**src/rtl/mux_pkg.sv**
```systemverilog
// -----------------------------------------------------------------------------
// mux_pkg
// Shared definitions for the mux_rr_pipe slice.
//   MODE_DIRECT / MODE_RR : encodings of the MODE input
//   DEFAULT_WIDTH         : default per-channel data width
//   DEFAULT_N_CH          : default input channel count
//   oreg_state_e          : occupancy state of the one-entry output register
// -----------------------------------------------------------------------------
package mux_pkg;

    localparam logic MODE_DIRECT = 1'b0;
    localparam logic MODE_RR     = 1'b1;

    localparam int DEFAULT_WIDTH = 16;
    localparam int DEFAULT_N_CH  = 8;

    typedef enum logic {
        OREG_EMPTY = 1'b0,
        OREG_FULL  = 1'b1
    } oreg_state_e;

endpackage

```
**src/rtl/rr_arbiter.sv**
```systemverilog
// -----------------------------------------------------------------------------
// rr_arbiter
// Purely combinational round-robin grant selection.
// Ports:
//   REQ       [N_CH-1:0]  in  : per-channel request
//   LAST      [SEL_W-1:0] in  : most recently served channel
//   GRANT_IDX [SEL_W-1:0] out : first requesting channel searching upward
//                               circularly from (LAST+1) mod N_CH
//   GRANT_VLD             out : at least one request present
// -----------------------------------------------------------------------------
module rr_arbiter
    import mux_pkg::*;
#(
    parameter int N_CH  = DEFAULT_N_CH,
    parameter int SEL_W = $clog2(N_CH)
) (
    input  logic [N_CH-1:0]  REQ,
    input  logic [SEL_W-1:0] LAST,
    output logic [SEL_W-1:0] GRANT_IDX,
    output logic             GRANT_VLD
);

    logic [SEL_W-1:0] w_idx;

    // Offset 1 is checked first and offset N_CH (LAST itself) last, so the
    // channel just served has the lowest priority.
    always_comb begin
        GRANT_IDX = '0;
        GRANT_VLD = 1'b0;
        w_idx     = '0;
        for (int i = 1; i <= N_CH; i++) begin
            w_idx = SEL_W'((int'(LAST) + i) % N_CH);
            if (!GRANT_VLD && REQ[w_idx]) begin
                GRANT_VLD = 1'b1;
                GRANT_IDX = w_idx;
            end
        end
    end

endmodule

```
**src/rtl/mux_rr_pipe.sv**
```systemverilog
// -----------------------------------------------------------------------------
// mux_rr_pipe
// N_CH-to-1 multiplexer with direct or round-robin channel selection feeding
// a one-entry registered output stage.
// Ports:
//   CLK, RST_N                     : clock, asynchronous active-low reset
//   MODE                           : MODE_DIRECT (use SEL) / MODE_RR (arbitrate)
//   SEL       [SEL_W-1:0]          : channel index in direct mode
//   IN_VALID  [N_CH-1:0]           : per-channel valid
//   IN_DATA   [N_CH*WIDTH-1:0]     : channel k at [k*WIDTH +: WIDTH]
//   IN_READY  [N_CH-1:0]           : per-channel accept strobe
//   OUT_VALID, OUT_DATA, OUT_CH    : registered word and its source channel
//   OUT_READY                      : downstream accept
// Handshake: a word moves across any valid/ready pair exactly in the cycle
// where both are high at the rising edge of CLK; valid never waits on ready.
// -----------------------------------------------------------------------------
module mux_rr_pipe
    import mux_pkg::*;
#(
    parameter int WIDTH = DEFAULT_WIDTH,
    parameter int N_CH  = DEFAULT_N_CH,
    parameter int SEL_W = $clog2(N_CH)
) (
    input  logic                  CLK,
    input  logic                  RST_N,
    input  logic                  MODE,
    input  logic [SEL_W-1:0]      SEL,
    input  logic [N_CH-1:0]       IN_VALID,
    input  logic [N_CH*WIDTH-1:0] IN_DATA,
    output logic [N_CH-1:0]       IN_READY,
    output logic                  OUT_VALID,
    output logic [WIDTH-1:0]      OUT_DATA,
    output logic [SEL_W-1:0]      OUT_CH,
    input  logic                  OUT_READY
);

    oreg_state_e      r_state;
    oreg_state_e      w_state_next;
    logic [WIDTH-1:0] r_data;
    logic [SEL_W-1:0] r_ch;
    logic [SEL_W-1:0] r_last;

    logic [SEL_W-1:0] w_grant_idx;
    logic             w_grant_vld;
    logic             w_can_load;
    logic [N_CH-1:0]  w_in_ready;
    logic [SEL_W-1:0] w_load_idx;
    logic [WIDTH-1:0] w_load_data;
    logic             w_fire_in;
    logic             w_fire_out;

    rr_arbiter #(
        .N_CH  (N_CH),
        .SEL_W (SEL_W)
    ) u_rr_arbiter (
        .REQ       (IN_VALID),
        .LAST      (r_last),
        .GRANT_IDX (w_grant_idx),
        .GRANT_VLD (w_grant_vld)
    );

    // The register may take a new word whenever it is empty or is being
    // drained in the same cycle.
    assign w_can_load = (r_state == OREG_EMPTY) || OUT_READY;

    // Ready never looks at IN_DATA. An out-of-range SEL matches no channel,
    // so every ready bit stays low and nothing loads.
    always_comb begin
        w_in_ready = '0;
        if (RST_N) begin
            if (MODE == MODE_RR) begin
                if (w_grant_vld) begin
                    for (int k = 0; k < N_CH; k++) begin
                        if (w_grant_idx == SEL_W'(k)) begin
                            w_in_ready[k] = w_can_load;
                        end
                    end
                end
            end else begin
                for (int k = 0; k < N_CH; k++) begin
                    if (SEL == SEL_W'(k)) begin
                        w_in_ready[k] = w_can_load;
                    end
                end
            end
        end
    end

    assign w_load_idx = (MODE == MODE_RR) ? w_grant_idx : SEL;

    always_comb begin
        w_load_data = '0;
        for (int k = 0; k < N_CH; k++) begin
            if (w_load_idx == SEL_W'(k)) begin
                w_load_data = IN_DATA[k*WIDTH +: WIDTH];
            end
        end
    end

    assign w_fire_in  = |(IN_VALID & w_in_ready);
    assign w_fire_out = (r_state == OREG_FULL) && OUT_READY;

    always_comb begin
        w_state_next = r_state;
        case (r_state)
            OREG_EMPTY: begin
                if (w_fire_in) begin
                    w_state_next = OREG_FULL;
                end
            end
            OREG_FULL: begin
                // A load in the draining cycle replaces the word, no bubble.
                if (w_fire_in) begin
                    w_state_next = OREG_FULL;
                end else if (w_fire_out) begin
                    w_state_next = OREG_EMPTY;
                end
            end
            default: w_state_next = OREG_EMPTY;
        endcase
    end

    always_ff @(posedge CLK or negedge RST_N) begin
        if (!RST_N) begin
            r_state <= OREG_EMPTY;
        end else begin
            r_state <= w_state_next;
        end
    end

    // LAST starts at N_CH-1 so the first round-robin search begins at 0.
    always_ff @(posedge CLK or negedge RST_N) begin
        if (!RST_N) begin
            r_data <= '0;
            r_ch   <= '0;
            r_last <= SEL_W'(N_CH - 1);
        end else if (w_fire_in) begin
            r_data <= w_load_data;
            r_ch   <= w_load_idx;
            r_last <= w_load_idx;
        end
    end

    assign IN_READY  = w_in_ready;
    assign OUT_VALID = (r_state == OREG_FULL);
    assign OUT_DATA  = r_data;
    assign OUT_CH    = r_ch;

endmodule

```
**config.mk**
```make
export PLATFORM = sky130hd
export DESIGN_NAME = mux_rr_pipe
export DESIGN_NICKNAME = d
export VERILOG_FILES = /design/src/rtl/mux_pkg.sv /design/src/rtl/rr_arbiter.sv /design/src/rtl/mux_rr_pipe.sv
export SDC_FILE = /design/constraint.sdc
export NUM_CORES = 1
export LEC_CHECK = 0
export CAP_MARGIN = 15
export CORE_UTILIZATION = 48
export CTS_BUF_LIST = sky130_fd_sc_hd__clkbuf_2 sky130_fd_sc_hd__clkbuf_4 sky130_fd_sc_hd__clkbuf_8
export DETAILED_ROUTE_END_ITERATION = 8
export PLACE_DENSITY_LB_ADDON = 0.2
export SYNTH_ARGS = -nofsm -noshare
export SYNTH_HDL_FRONTEND = slang
export SYNTH_SLANG_ARGS = --single-unit
```
**constraint.sdc**
```tcl
create_clock -name CLK -period 11.2 [get_ports CLK]
set_input_delay 2.24 -clock CLK [delete_from_list [all_inputs] [get_ports CLK]]
set_output_delay 2.24 -clock CLK [all_outputs]
set_load 0.03 [all_outputs]
```
==> results of run 1 <==
layout by cell type (no fill, tap or decap), drive strengths merged, types with 4 or more instances in the layout:
cell type and instances:
dfrtp 20, nand2b 29, a21oi 32, a31oi 14, o22ai 4, inv 11
mux4 15, nor2b 5, mux2 21, nor4 5, o21a 4, a221o 26
mux2i 66, clkdlybuf4s50 169, nor2 13, buf 6, o21ai 7, nand2 22
a211oi 14, nor3 7, o211ai 5, and2 8, a41oi 4
where the power goes:
group | switching, W | leakage [nW] | internal, W
Sequential | 0.0000610 | 0.258 | 0.000138
Combinational | 0.00104 | 1.86 | 0.000803
Clock | 0.0000273 | 0.0255 | 0.0000249
cell type report:
class | instances | area (um^2) | area share, %
tap | 102 | 128 | 2.29
clock inverter | 1 | 5.00 | 0.0897
multi-input combinational | 350 | 3050 | 54.7
timing repair buffer | 175 | 1730 | 31.1
sequential | 23 | 579 | 10.4
inverter | 11 | 41.3 | 0.740
clock buffer | 3 | 41.3 | 0.740
routing by layer:
metal  vias to the layer above  wire length (um)
met2                       203              6800
met4                         0               250
met5                         -                 0
met1                      1992              5570
li1                       1951                 -
met3                        20               870
through the flow:
step | cells | utilization, % | total power [W] | worst slack (ns) | instance area, um^2
finish | 665 | 71.8 | 0.00209 | 2.25 | 5580
global route | 665 | 71.8 | 0.00223 | 1.92 | 5580
global placement | 661 | 71.2 | 0.00199 | 2.53 | 5530
detailed placement | 661 | 71.2 | 0.00201 | 2.43 | 5530
floorplan | 422 | - | 0.00160 | 4.16 | 3860
CTS | 665 | 71.8 | 0.00207 | 2.42 | 5580
worst paths after layout:
kind	cells past startpoint	end	startpoint	slack (ns)
min in group asynchronous	2	OUT_DATA[2]	RST_N	1.99
hold reg to reg	1	OUT_DATA[8]	OUT_DATA[8]	0.53
hold / removal	1	OUT_DATA[8]	OUT_DATA[8]	0.53
max in group asynchronous	2	r_last[0]	RST_N	8.87
setup reg to reg	11	OUT_CH[0]	r_last[1]	5.90
setup / recovery	12	IN_READY[0]	IN_VALID[6]	2.25
registers in the layout (all words and copies together), names as in the netlist:
register,flops
OUT_CH,3
OUT_DATA,16
OUT_VALID,1
r_last,3
critical path: stages:
cell	delay, ns
clkdlybuf4s50_1	0.57
mux2i_1	0.52
mux2i_1	0.19
mux2i_1	0.47
nand2_1	0.09
a311oi_1	0.35
o21ai_2	0.20
nor2_1	0.85
nand2_1	0.20
o22ai_1	0.22
and2_1	0.16
clkdlybuf4s50_1	0.67
cell usage after synthesis (11+ instances only):
master | n | area [um^2]
clkbuf_1 | 17 | 63.8
dfrtp_1 | 20 | 500
mux4_2 | 15 | 338
mux2i_1 | 63 | 631
nand2_1 | 22 | 82.6
nand2b_1 | 29 | 181
buf_2 | 11 | 55.1
mux2_2 | 16 | 180
a221o_1 | 26 | 260
nor2_1 | 13 | 48.8
a211oi_1 | 13 | 97.6
a21oi_1 | 31 | 155
cell families (layout without fill, tap and decap cells):
kind of cell / count (synthesis) / count (layout)
DFF: 23 / 23
muxes: 102 / 102
adders and majority gates: 2 / 2
and+or+nand+nor: 104 / 104
buffers and inverters: 49 / 190
xor gates and xnor gates: 5 / 5
AOI/OAI and AO/OA: 137 / 137
==> results.py, run 1 <==
metrics = {
    "sta": {
        "whs_ns": 0.527,
        "worstMarginPinSlew_ns": 1.14,
        "max_slew_margin_pct": 23.5,
        "setup_violations": 0,
        "rsz0062_at_grt": "false",
        "fmax_mhz": 112,
        "slew_violations": 0,
        "hold_viol": 0,
        "fin_crit_sh_pct": 79.9,
        "post-route-min-period_ns": 8.95,
        "final.setup_skew_ns": 0.0108,
        "fin_tns_setup_ns": 0,
    },
    "synthesis": {
        "yosys_warnings": 0,
        "syn_area_um2": 3860,
        "ys.flop_type": "dfrtp_1",
        "syn_nets": 567,
        "synth_compound_area_share_pct": 29.1,
        "syn_inst": 422,
        "synth_fa_ha_area_share_pct": 0.648,
        "yosysUniqueCellTypes": 68,
        "ys_ff_latch": 23,
        "seq_area_frac_synth_pct": 15.0,
        "synthArstFlopShare_pct": 100,
        "synth_top_family_by_area": "multiplexers",
        "synth-edff-count": 0,
        "synthMuxAreaShare_pct": 33.0,
        "synth-xor-area-share_pct": 1.33,
        "synth-simple-area-share_pct": 14.5,
        "synth.avg_cell_area_um2": 9.15,
    },
    "placement": {
        "portBuffers": 170,
        "gp_congestion": 0.926,
        "place_hpwl_mm": 10.4,
    },
    "global_routing": {
        "met1_usage_pct": 39.0,
        "grt-ovfl-total": 0,
        "antenna_found_initial": 0,
        "grt_start_max_net_pins": 82,
        "track_usage_pct": 31.1,
        "grt_busiest_layer": "met2",
        "gr-usage-met3_pct": 5.06,
        "grt_pass1_vias": 3981,
        "grt_pass1_wl_mm": 20.6,
        "groute.layer.met2.usage_pct": 55.6,
    },
    "die": {
        "pin_count": 171,
        "dieHeight_um": 91.7,
        "core_area_um2": 7770,
        "start_util_pct": 49.7,
        "die_area_um2": 8410,
        "fp.dieW_um": 91.7,
        "rows": 32,
    },
    "clock_network": {
        "cts.sinks": 23,
        "cts_root_buffer": "clkbuf_8",
        "htreeDepth": 1,
        "tritoncts": "built",
        "clk_latency_ns": 0.27,
        "clockBufferDepth": 2,
        "ctsResizeCount": 0,
        "cts_setup_buffers": 0,
        "postCtsHoldBufs": 0,
        "path_clk_slew_ns": 0.09,
        "cts_buffers": 3,
    },
    "layout": {
        "area_growth_pct": 44.5,
        "fillers": 581,
        "fin_nets": 709,
        "drive_above_1_share_pct": 13.5,
        "diodes": 0,
    },
    "power": {
        "irDropWorstVdd_mv": 0.495,
        "cellLeakagePower_nw": 2.14,
        "power_density_nw_per_um2": 375,
    },
    "setup_path": {
        "cp_data_arrival_time_ns": 6.71,
        "worstSetupPathType": "input pin to primary output",
        "endpoint_kind": "primary output",
        "cp-start-kind": "input pin",
        "critPathMaxFanout": 15,
        "critical_path_required_ns": 8.96,
    },
    "routing": {
        "first_iter_violations": 190,
        "avgRoutedWirePerCell_um": 20.3,
        "num_vias": 4166,
        "wirelength_mm": 13.5,
        "drc_errors": 0,
        "vias_per_cell": 6.26,
        "firstDrtPassIters": 4,
        "ant_nets": 0,
    },
    "worst_hold_path": {
        "hp-class": "flop to flop",
    },
    "run": {
        "timing.max_cap.violations": 0,
    },
    "outcome": {
        "status": "finished clean",
    },
}
Note: power is estimated with default switching activity, not from simulation.
==> run 2, diff against run 1 <==
--- a/config.mk
+++ b/config.mk
@@ -6,7 +6,7 @@
 export NUM_CORES = 1
 export LEC_CHECK = 0
 export CAP_MARGIN = 15
-export CORE_UTILIZATION = 48
+export CORE_UTILIZATION = 40
 export CTS_BUF_LIST = sky130_fd_sc_hd__clkbuf_2 sky130_fd_sc_hd__clkbuf_4 sky130_fd_sc_hd__clkbuf_8
 export DETAILED_ROUTE_END_ITERATION = 8
 export PLACE_DENSITY_LB_ADDON = 0.2
==> constraint.sdc (replaced) <==
create_clock -name CLK -period 8.05 [get_ports CLK]
set_input_delay 1.61 -clock CLK [delete_from_list [all_inputs] [get_ports CLK]]
set_output_delay 1.61 -clock CLK [all_outputs]
set_load 0.03 [all_outputs]
==> results.py, run 2 (same netlist as run 1, synthesis figures left out) <==
metrics = {
    "setup_path": {
        "crit_family": "simple AND/OR/NAND/NOR gates",
        "reg2reg_from": "r_last[1]",
        "crit_end": "IN_READY[0]",
        "endpoint_kind": "primary output",
        "crit_chain": "clkdlybuf4s50_1, mux2_4, mux4_2, a21oi_1, a2111oi_0, nor3_1, o21ai_2, nor2_1, nand2_1, o22ai_1, and2_1, clkdlybuf4s50_1",
        "r2r_slack_ns": 2.70,
        "cp-start-kind": "input pin",
        "critical_path_required_ns": 6.44,
        "critPathMaxFanout": 15,
        "cp_data_arrival_time_ns": 5.97,
        "cp.depth": 12,
        "crit_slowest_cell": "nor2_1",
        "cpPeakStageDelay_ns": 0.82,
        "crit_buf_inv": 2,
        "startpoint": "IN_VALID[4]",
        "reg2reg_depth": 11,
        "r2r_end": "OUT_CH[1]",
        "crit_path_frequent_cell": "clkdlybuf4s50_1",
        "worstSetupPathType": "input pin to primary output",
    },
    "clock_network": {
        "tritoncts": "built",
        "cts_root_buffer": "clkbuf_8",
        "path_clk_slew_ns": 0.09,
        "cts_buffers": 3,
        "ctsResizeCount": 0,
        "cts.sinks": 23,
        "postCtsHoldBufs": 0,
        "htreeDepth": 1,
        "cts_setup_buffers": 0,
        "clockBufferDepth": 2,
        "clk_latency_ns": 0.26,
    },
    "placement": {
        "gp_congestion": 0.914,
        "place_hpwl_mm": 11.0,
        "portBuffers": 170,
        "post_dp_cell_area_um2": 5600,
    },
    "sta": {
        "setup_violations": 0,
        "rsz0062_at_grt": "false",
        "fin_crit_sh_pct": 94.2,
        "hold_viol": 0,
        "final.setup_skew_ns": 0.00490,
        "fmax_mhz": 132,
        "post-route-min-period_ns": 7.58,
        "max_slew_margin_pct": 29.7,
        "slew_violations": 0,
        "worstMarginPinSlew_ns": 1.05,
        "fin_tns_setup_ns": 0,
    },
    "power": {
        "cellLeakagePower_nw": 2.15,
        "total_power_w": 0.00295,
        "irDropWorstVdd_mv": 0.408,
        "power_density_nw_per_um2": 522,
    },
    "routing": {
        "firstDrtPassIters": 4,
        "first_iter_violations": 204,
        "num_vias": 4074,
        "vias_per_cell": 5.86,
        "avgRoutedWirePerCell_um": 20.0,
        "ant_nets": 0,
        "drc_errors": 0,
        "wirelength_mm": 13.9,
    },
    "global_routing": {
        "grt-ovfl-total": 0,
        "antenna_found_initial": 0,
        "grt_pass1_wl_mm": 21.3,
        "grt_start_max_net_pins": 82,
        "track_usage_pct": 27.2,
        "grt_pass1_vias": 3900,
    },
    "die": {
        "dieHeight_um": 100,
        "fp.dieW_um": 100,
        "start_util_pct": 41.6,
        "core_area_um2": 9280,
        "pin_count": 171,
        "die_area_um2": 10100,
        "rows": 35,
    },
    "layout": {
        "layout_commonest_cell": "clkdlybuf4s50_1",
        "fin_nets": 712,
        "diodes": 0,
        "drive_above_1_share_pct": 13.8,
        "area_growth_pct": 46.2,
        "largest_reg_flops": 16,
        "final_cell_mix": "170 x clkdlybuf4s50_1, 61 x mux2i_1, 31 x a21oi_1, 29 x nand2b_1, 26 x a221o_1",
        "fin_area_um2": 5640,
    },
    "outcome": {
        "status": "finished clean",
    },
    "worst_hold_path": {
        "hp-start": "OUT_DATA[4]",
        "hp-class": "flop to flop",
    },
    "run": {
        "timing.max_cap.violations": 0,
    },
}
## run 2: worst min-delay path by stage
stage                         to  cells past startpoint
detailed placement   OUT_DATA[8]                      1
CTS                  OUT_DATA[4]                      1
finish               OUT_DATA[4]                      1
global placement       OUT_CH[1]                      1
global route        OUT_DATA[15]                      1
floorplan              OUT_CH[2]                      2
## run 2: area by class of cell
type | count | area (um^2)
Fill cell | 848 | 3640
Clock buffer | 4 | 48.8
Tap cell | 129 | 161
Timing Repair Buffer | 178 | 1760
Sequential cell | 23 | 579
Multi-Input combinational cell | 350 | 3050
Inverter | 11 | 41.3
## run 2: layer usage
metal | part of all wire, % | up-vias | GRT usage (%) | wire (um)
met4 | 1.5 | 0 | 4.91 | 212
met2 | 50 | 137 | 46.0 | 6890
met3 | 5.5 | 20 | 4.39 | 767
met1 | 43 | 1957 | 36.9 | 6050
met5 | 0 | - | 0 | 0
li1 | - | 1960 | - | -
## run 2: stage by stage
step                worst slack (ns)  hold WS (ns)  util, %  instances
floorplan                       2.27         0.679        -        422
global placement               0.609         0.492     60.3        691
detailed placement             0.535         0.500     60.3        691
CTS                            0.520         0.520     60.8        695
global route                   0.136         0.537     60.8        695
finish                         0.471         0.520     60.8        695
## run 2: where the power goes
| part | switching (W) | leakage, nW | internal [W] | total, W |
|---|---|---|---|---|
| registers | 0.0000866 | 0.258 | 0.000192 | 0.000279 |
| logic | 0.00146 | 1.87 | 0.00113 | 0.00259 |
| clock network | 0.0000369 | 0.0262 | 0.0000387 | 0.0000755 |
